<file path="config.mk">
export PLATFORM = sky130hd
export DESIGN_NAME = mmio_bus_master_flat
export DESIGN_NICKNAME = d
export VERILOG_FILES = /design/src/rtl/mmio_bus_master_pkg.sv /design/src/rtl/mmio_bus_master_if.sv /design/src/rtl/mmio_bus_master_wait_timer.sv /design/src/rtl/mmio_bus_master.sv /design/src/flat_wrapper.sv
export SDC_FILE = /design/constraint.sdc
export NUM_CORES = 1
export LEC_CHECK = 0
export BUFFER_PORTS_ARGS = -buffer_cell sky130_fd_sc_hd__clkbuf_2
export CORE_AREA = 2 2 185 187
export DETAILED_ROUTE_END_ITERATION = 10
export DIE_AREA = 0 0 187 189
export MAX_ROUTING_LAYER = met4
export PLACE_DENSITY = 0.56
export SLEW_MARGIN = 20
export SYNTH_ARGS = -nofsm -noshare
export SYNTH_HDL_FRONTEND = slang
export SYNTH_SLANG_ARGS = --single-unit
</file>
<file path="constraint.sdc">
create_clock -name clk -period 7.4 [get_ports clk]
set_input_delay 0 -clock clk [delete_from_list [all_inputs] [get_ports clk]]
set_output_delay 0 -clock clk [all_outputs]
set_load 0.005 [all_outputs]
</file>
<file path="src/rtl/mmio_bus_master_pkg.sv">
// Shared types for the MMIO bus master: FSM states, request/response records,
// the Mem_ift channel payloads and the address alignment helper.
package MMIOMasterStruct;

    typedef enum logic [1:0] {
        IDLE = 2'd0,
        RD   = 2'd1,
        WR   = 2'd2,
        RESP = 2'd3
    } state_e;

    typedef struct packed {
        logic        we;
        logic [63:0] addr;
        logic [63:0] wdata;
        logic [7:0]  wmask;
    } MMIOReq;

    typedef struct packed {
        logic [63:0] rdata;
        logic        err;
    } MMIOResp;

    // Master read request channel
    typedef struct packed {
        logic        ren;
        logic [63:0] raddr;
    } mem_mr_t;

    // Master write request channel
    typedef struct packed {
        logic        wen;
        logic [63:0] waddr;
        logic [63:0] wdata;
        logic [7:0]  wmask;
    } mem_mw_t;

    // Slave read return channel
    typedef struct packed {
        logic [63:0] rdata;
        logic        rvalid;
    } mem_sr_t;

    // Slave write acknowledge channel
    typedef struct packed {
        logic wvalid;
    } mem_sw_t;

    localparam logic [2:0] ALIGN_MASK = 3'b111;

    // Accesses are doubleword only; any low address bit set is rejected.
    function automatic logic is_misaligned(input logic [63:0] addr);
        return (addr[2:0] & ALIGN_MASK) != 3'b000;
    endfunction

endpackage

</file>
<file path="src/rtl/mmio_bus_master_if.sv">
// Mem_ift: the MMIO bus between one initiator and a slave such as the machine
// timer. Mr/Mw are driven by the master, Sr/Sw are returned by the slave.
interface Mem_ift;
    import MMIOMasterStruct::*;

    mem_mr_t Mr;
    mem_mw_t Mw;
    mem_sr_t Sr;
    mem_sw_t Sw;

    modport Master (output Mr, output Mw, input Sr, input Sw);
    modport Slave  (input Mr, input Mw, output Sr, output Sw);

endinterface

</file>
<file path="src/rtl/mmio_bus_master_wait_timer.sv">
// mmio_wait_timer: counts cycles spent waiting for a slave handshake and flags
// the last permitted cycle. Only instantiated when MMIO_BUS_TIMEOUT_EN is set.
module mmio_wait_timer #(
    parameter int TIMEOUT_CYCLES = 256
) (
    input  logic clk,
    input  logic rst,
    input  logic run,
    output logic expired
);

    logic [15:0] count;

    // Counter sits at zero outside a wait and advances once per waiting cycle.
    always_ff @(posedge clk or posedge rst) begin
        if (rst) begin
            count <= '0;
        end else if (!run) begin
            count <= '0;
        end else begin
            count <= count + 16'd1;
        end
    end

    assign expired = run && (count == 16'(TIMEOUT_CYCLES - 1));

endmodule

</file>
<file path="src/rtl/mmio_bus_master.sv">
// mmio_bus_master: initiator side of Mem_ift. Takes one load/store at a time
// from the core MMIO path, runs a single bus read or write and returns a
// one-cycle response. Every output comes straight from a flop.
// Optional build macro: MMIO_BUS_TIMEOUT_EN enables the TIMEOUT_CYCLES limit
// and aborts a wait that sees no rvalid/wvalid in time.
module mmio_bus_master
   import MMIOMasterStruct::*;
#(
   parameter int TIMEOUT_CYCLES = 256
)
(
   input  logic          clk,
   input  logic          rst,
   input  logic          req_valid,
   output logic          req_ready,
   input  logic          req_we,
   input  logic [63:0]   req_addr,
   input  logic [63:0]   req_wdata,
   input  logic [7:0]    req_wmask,
   output logic          resp_valid,
   output logic [63:0]   resp_rdata,
   output logic          resp_err,
   output logic          busy,
   Mem_ift.Master        mem_ift
);

   state_e  state, stateN;
   MMIOReq  reqQ, reqN;
   MMIOResp respQ, respN;
   logic    respValidQ, respValidN;
   logic    renQ, renN;
   logic    wenQ, wenN;
   logic    busyQ, busyN;
   logic    readyQ, readyN;
   logic    done;

`ifdef MMIO_BUS_TIMEOUT_EN
   logic expired;

   mmio_wait_timer #(
      .TIMEOUT_CYCLES (TIMEOUT_CYCLES)
   ) uWaitTimer (
      .clk     (clk),
      .rst     (rst),
      .run     ((state == RD) || (state == WR)),
      .expired (expired)
   );
`endif

   // Next state plus the next value of every registered output.
   always_comb begin
      stateN = state;
      reqN   = reqQ;
      respN  = respQ;
      done   = 1'b0;
      unique case (state)
         IDLE: begin
            if (req_valid) begin
               reqN.we    = req_we;
               reqN.addr  = req_addr;
               reqN.wdata = req_wdata;
               reqN.wmask = req_wmask;
               respN      = '0;
               if (is_misaligned(req_addr)) begin
                  respN.err = 1'b1;
                  stateN    = RESP;
               end else if (req_we) begin
                  stateN = WR;
               end else begin
                  stateN = RD;
               end
            end
         end
         RD, WR: begin
            done = reqQ.we ? mem_ift.Sw.wvalid : mem_ift.Sr.rvalid;
            if (done) begin
               respN       = '0;
               respN.rdata = reqQ.we ? 64'd0 : mem_ift.Sr.rdata;
               stateN      = RESP;
            end
`ifdef MMIO_BUS_TIMEOUT_EN
            else if (expired) begin
               respN     = '0;
               respN.err = 1'b1;
               stateN    = RESP;
            end
`endif
         end
         RESP: begin
            respN  = '0;
            stateN = IDLE;
         end
         default: begin
            stateN = IDLE;
         end
      endcase
      respValidN = (stateN == RESP);
      renN       = (stateN == RD);
      wenN       = (stateN == WR);
      busyN      = (stateN != IDLE);
      readyN     = (stateN == IDLE);
   end

   // State and output registers; reset abandons any access in flight.
   always_ff @(posedge clk or posedge rst) begin
      if (rst) begin
         state      <= IDLE;
         reqQ       <= '0;
         respQ      <= '0;
         respValidQ <= 1'b0;
         renQ       <= 1'b0;
         wenQ       <= 1'b0;
         busyQ      <= 1'b0;
         readyQ     <= 1'b1;
      end else begin
         state      <= stateN;
         reqQ       <= reqN;
         respQ      <= respN;
         respValidQ <= respValidN;
         renQ       <= renN;
         wenQ       <= wenN;
         busyQ      <= busyN;
         readyQ     <= readyN;
      end
   end

   assign req_ready  = readyQ;
   assign busy       = busyQ;
   assign resp_valid = respValidQ;
   assign resp_rdata = respQ.rdata;
   assign resp_err   = respQ.err;

   assign mem_ift.Mr = '{ren: renQ, raddr: reqQ.addr};
   assign mem_ift.Mw = '{wen: wenQ, waddr: reqQ.addr, wdata: reqQ.wdata, wmask: reqQ.wmask};

endmodule

</file>
<file path="src/flat_wrapper.sv">
// flat-port wrapper written by rule: the top's interface ports become plain ports
module mmio_bus_master_flat import MMIOMasterStruct::*;
#(
   parameter int TIMEOUT_CYCLES = 256
)
  (clk, rst, req_valid, req_ready, req_we, req_addr, req_wdata, req_wmask, resp_valid, resp_rdata, resp_err, busy, mem_ift_Mr, mem_ift_Mw, mem_ift_Sr, mem_ift_Sw);
  Mem_ift mem_ift_i ();
  input  logic clk;
  input  logic rst;
  input  logic req_valid;
  output logic req_ready;
  input  logic req_we;
  input  logic [63:0] req_addr;
  input  logic [63:0] req_wdata;
  input  logic [7:0] req_wmask;
  output logic resp_valid;
  output logic [63:0] resp_rdata;
  output logic resp_err;
  output logic busy;
  output wire logic [$bits(mem_ift_i.Mr)-1:0] mem_ift_Mr;
  output wire logic [$bits(mem_ift_i.Mw)-1:0] mem_ift_Mw;
  input wire logic [$bits(mem_ift_i.Sr)-1:0] mem_ift_Sr;
  input wire logic [$bits(mem_ift_i.Sw)-1:0] mem_ift_Sw;
  assign mem_ift_Mr = mem_ift_i.Mr;
  assign mem_ift_Mw = mem_ift_i.Mw;
  assign mem_ift_i.Sr = mem_ift_Sr;
  assign mem_ift_i.Sw = mem_ift_Sw;
  mmio_bus_master #(.TIMEOUT_CYCLES(TIMEOUT_CYCLES)) u_core (.clk(clk), .rst(rst), .req_valid(req_valid), .req_ready(req_ready), .req_we(req_we), .req_addr(req_addr), .req_wdata(req_wdata), .req_wmask(req_wmask), .resp_valid(resp_valid), .resp_rdata(resp_rdata), .resp_err(resp_err), .busy(busy), .mem_ift(mem_ift_i));
endmodule
</file>
After elaboration in Yosys (flattened, before gate mapping):

Cells that the tools add are included.

* bits of input ports: 206
* output and inout bits: 270
* register bits after elaboration: 209
* logic and storage cells: 38

* reduce and logical (&&, ||, !) cells: 7
* multiplexer cells: 11
* eq/ne operators: 8

Operators with widths (number)
* $pmux 65 s3: 1
* $mux 65: 2
* $mux 64: 1
* $eq 2x2->1 const B: 4
* $mux 2: 4
* $pmux 2 s3: 1
* $eq 2x1->1 const B: 2
* $logic_not 2->1: 2
* $reduce_and 2->1: 2
* $reduce_bool 3->1: 1
* $mux 1: 2
* $ne 2x1->1 const B: 1
* $ne 2x2->1 const B: 1
* $reduce_bool 2->1: 1
* $reduce_or 2->1: 1

Longest topological paths before layout:

* depth after elaboration: 5
* depth in mapped cells: 9
* depth with buffers taken out: 6

Worst setup path after synthesis:

OpenSTA, ideal clock, no wires.

* path kind: register to register
* from: register u_core.state[0]
* to: register u_core.reqQ, in the netlist u_core.mem_ift.Mr[35]
* arrival: 1.480 ns
* buffers on the path: 2
* data required time: 7.275 ns
* clock period less this slack: 1.605 ns
* library setup time: 0.125 ns
* stages on the path, launching flop included: 7
* path slack: 5.795 ns
* cells stage by stage: dfrtp_1 -> inv_1 -> ha_1 -> nand2_1 -> clkbuf_1 -> buf_2 -> mux2_2

* cells in the longest elaborated chain, start to end: 2

Ends and longest elaborated chain
* from (decl): line mmio_bus_master.sv:27 `state_e state, stateN;`
* from (signal assigned): line mmio_bus_master.sv:116 `state <= stateN;`
* $logic_not 2->1: line mmio_bus_master.sv:56 `unique case (state)`
* $reduce_and 2->1 (no line)
* to (signal assigned): line mmio_bus_master.sv:117 `reqQ <= reqN;`
* to (decl): line mmio_bus_master.sv:28 `MMIOReq reqQ, reqN;`

No other way between the ends.
A chain may end at the register's enable or synchronous reset.

Worst setup path after layout:

* from: register u_core.reqQ[136] in the netlist's numbering
* to: register u_core.respQ, in the netlist u_core.resp_rdata[37]

* cells in the longest elaborated chain, start to end: 3
* elaborated cells on any way between the ends: 6
* those cells by class: eq/ne: 1; mux: 4; reduce/logical: 1

Ends and longest elaborated chain
* $mux 64 or $mux 1 (tied branches): line mmio_bus_master.sv:78, mmio_bus_master.sv:75
* $mux 65 or $ne 2x1->1 (tied branches)
* $pmux 65 s3 or $reduce_and 2->1 (tied branches)
* to (signal assigned): line mmio_bus_master.sv:118 `respQ <= respN;`
* to (decl): line mmio_bus_master.sv:29 `MMIOResp respQ, respN;`

Parallel ways exist; a longest one is shown, timed or not. The select of a mux whose other input is x is not followed.

==> qor.yml <==
status: "complete, no violations"
track_usage_pct: 15.1
hold_viol: 0
drt-pass1-iter-count: 4
rsz0062_at_grt: "no"
fillers: 3174
io_pins: 476
dieArea_um2: 35300
die_h_um: 189
yosysSeqAreaShare_pct: 55.3
ys_ff_latch: 209
drv_cap: 0
cts_tree: "done"
slowest_stage: "buf_4"
synth_top_family_by_area: "buffers and inverters"
critPathArrivalTime_ns: 3.29
muxShareOfSynthArea_pct: 16.5
cts.path.max_buffers: 3
setup.worst_path.end_class: "flop"
path_clk_slew_ns: 0.06
grt_overflow_total: 0
crit_type: "flop to flop"
post_cts_buffers: 0
synthXorXnorAreaFrac_pct: 0
place_congestion: 0.756
power_density_nw_per_um2: 378
synth_edf_count: 0
syn_area_um2: 9470
post_drt_wl_per_cell_um: 15.2
setup_viol: 0
critical_path.top_delay_family: "buffers and inverters"
ant_nets: 0
period_minus_slack_ns: 2.95
synthAdderAreaFrac_pct: 0.132
critPathMaxFanout: 116
num_vias: 7168
ctsRootBufferMaster: "clkbuf_16"
mostFrequentLayoutCell: "clkbuf_2"
core_area_um2: 33300
grt_pass1_wl_mm: 41.5
hold_path.class: "input port to async pin"
critPathBufInv: 2
dp_hpwl_mm: 18.6
whs_ns: 0.214
clock_sinks: 209
drc: 0
clk_latency_ns: 0.53
max_clock_freq_mhz: 339
via_per_inst: 4.11
drive_gt1_share_pct: 51.5
p_leak_nw: 6.78
p_total_mw: 5.17
setup_ws_ns: 4.45
drtIter0Drc: 252
fin_setup_tns_ns: 0
cts_buffers: 24
multi_input_area_um2: 2540
slew_violations: 0
critPathLaunchType: "flop"
cp_cell_sequence: "mux2_4 > dlygate4sd3_1 > o21ai_4 > buf_4 > o21ai_0"
nets: 1484
yosysUniqueCellTypes: 26
finalWirelength_mm: 26.6
rows: 67
die_x_um: 187
grt_pass1_vias: 7627
worstMarginPinSlew_ns: 0.958
maxSlewHeadroom_pct: 36.2
synth-compound-area-share_pct: 4.06
antenna_found_initial: 2
post-place-ws_ns: 4.54
portBuffers: 475
synth_simple_gate_area_share_pct: 5.99
area_growth_pct: 44.3
yosys_warnings: 0
postSynthAreaPerCell_um2: 11.8
syn_nets: 1011
seqCellArea_um2: 5230
finClkSkew_ns: 0.0314
period_share_pct: 39.8
cts_resized: 0
cp.required_ns: 7.74
max_stage_delay_ns: 0.79
holdBufCountCts: 205
synth_ff_type: "dfrtp_1"
start_util_pct: 28.4
peakVddDrop_mv: 0.182
synth_cells: 804
htreeDepth: 1
grt_max_degree: 137
layout_common_cells: "475 x clkbuf_2, 208 x dfrtp_1, 205 x dlygate4sd3_1"
async_reset_ff_share_pct: 100
## worst paths after layout
check                           slack, ns                     to  depth (start not counted)             startpoint
worst max-delay path                 4.45  u_core.resp_rdata[37]                          5       u_core.reqQ[136]
worst min-delay path                 0.21  u_core.mem_ift.Mw[16]                          3                    rst
worst max register to register       4.45  u_core.resp_rdata[37]                          5       u_core.reqQ[136]
worst min register to register       0.48  u_core.resp_rdata[44]                          2  u_core.resp_rdata[44]
max in group asynchronous            5.63      u_core.resp_valid                          4                    rst
min in group clk                     0.24   u_core.resp_rdata[1]                          4          mem_ift_Sr[2]
## cells by family after synthesis
logic type,after synthesis
buffers and inverters,242
AND/OR/NAND/NOR,143
adder cells (fa/ha/maj),1
AO/OA/AOI/OAI,71
multiplexers,138
flip-flops,209
## where the power goes
part,switching [mW],total (mW),internal [mW],leakage (nW)
Combinational,0.968,1.99,1.02,3.79
Clock,0.481,1.23,0.753,0.409
Sequential,0.316,1.94,1.63,2.58
## metal layers
metal,up-vias,track usage [%],routed length (µm)
met5,-,-,0
met4,0,5.56,889
met3,57,3.30,1850
met2,327,26.6,13700
met1,3399,16.8,10200
li1,3385,-,-
## state kept, by name (all words and copies together), names as in the netlist
register           count
u_core.mem_ift.Mw     72
u_core.mem_ift.Mr     64
u_core.resp_rdata     64
u_core.state           2
u_core.busy            1
u_core.renQ            1
u_core.reqQ            1
u_core.req_ready       1
u_core.resp_err        1
u_core.resp_valid      1
u_core.wenQ            1
## final cells by class
class / instances / share of cell area (%)
Sequential cell: 209 / 38.3
Timing Repair Buffer: 684 / 32.6
Antenna cell: 3 / 0.0550
Tap cell: 448 / 4.10
Clock inverter: 11 / 1.11
Clock buffer: 32 / 4.98
Multi-Input combinational cell: 353 / 18.6
Inverter: 5 / 0.192
## cells in the mapped netlist (2+ instances only)
cell	n	area, µm²
clkbuf_2	3	15.0
buf_4	204	1530
buf_2	22	110
inv_1	5	18.8
clkbuf_1	7	26.3
nand2b_1	2	12.5
mux2_2	137	1540
o21ai_0	61	305
nor2_1	2	7.51
nand2_1	133	499
o21ai_1	5	25.0
nor2_2	2	12.5
dfrtp_1	208	5200
## worst reg2reg max path: stages, from the launching register on
cell           delay (ns)
dfrtp_1              0.43
mux2_4               0.31
dlygate4sd3_1        0.64
o21ai_4              0.33
buf_4                0.79
o21ai_0              0.28
## stage by stage
step | area [µm²] | util, % | std cells
CTS | 13700 | 41.0 | 1742
finish | 13700 | 41.0 | 1745
floorplan | 9470 | - | 804
global route | 13700 | 41.0 | 1744
detailed placement | 10800 | 32.4 | 1494
global placement | 10800 | 32.4 | 1494
Note: power is estimated with default switching activity, not from simulation.
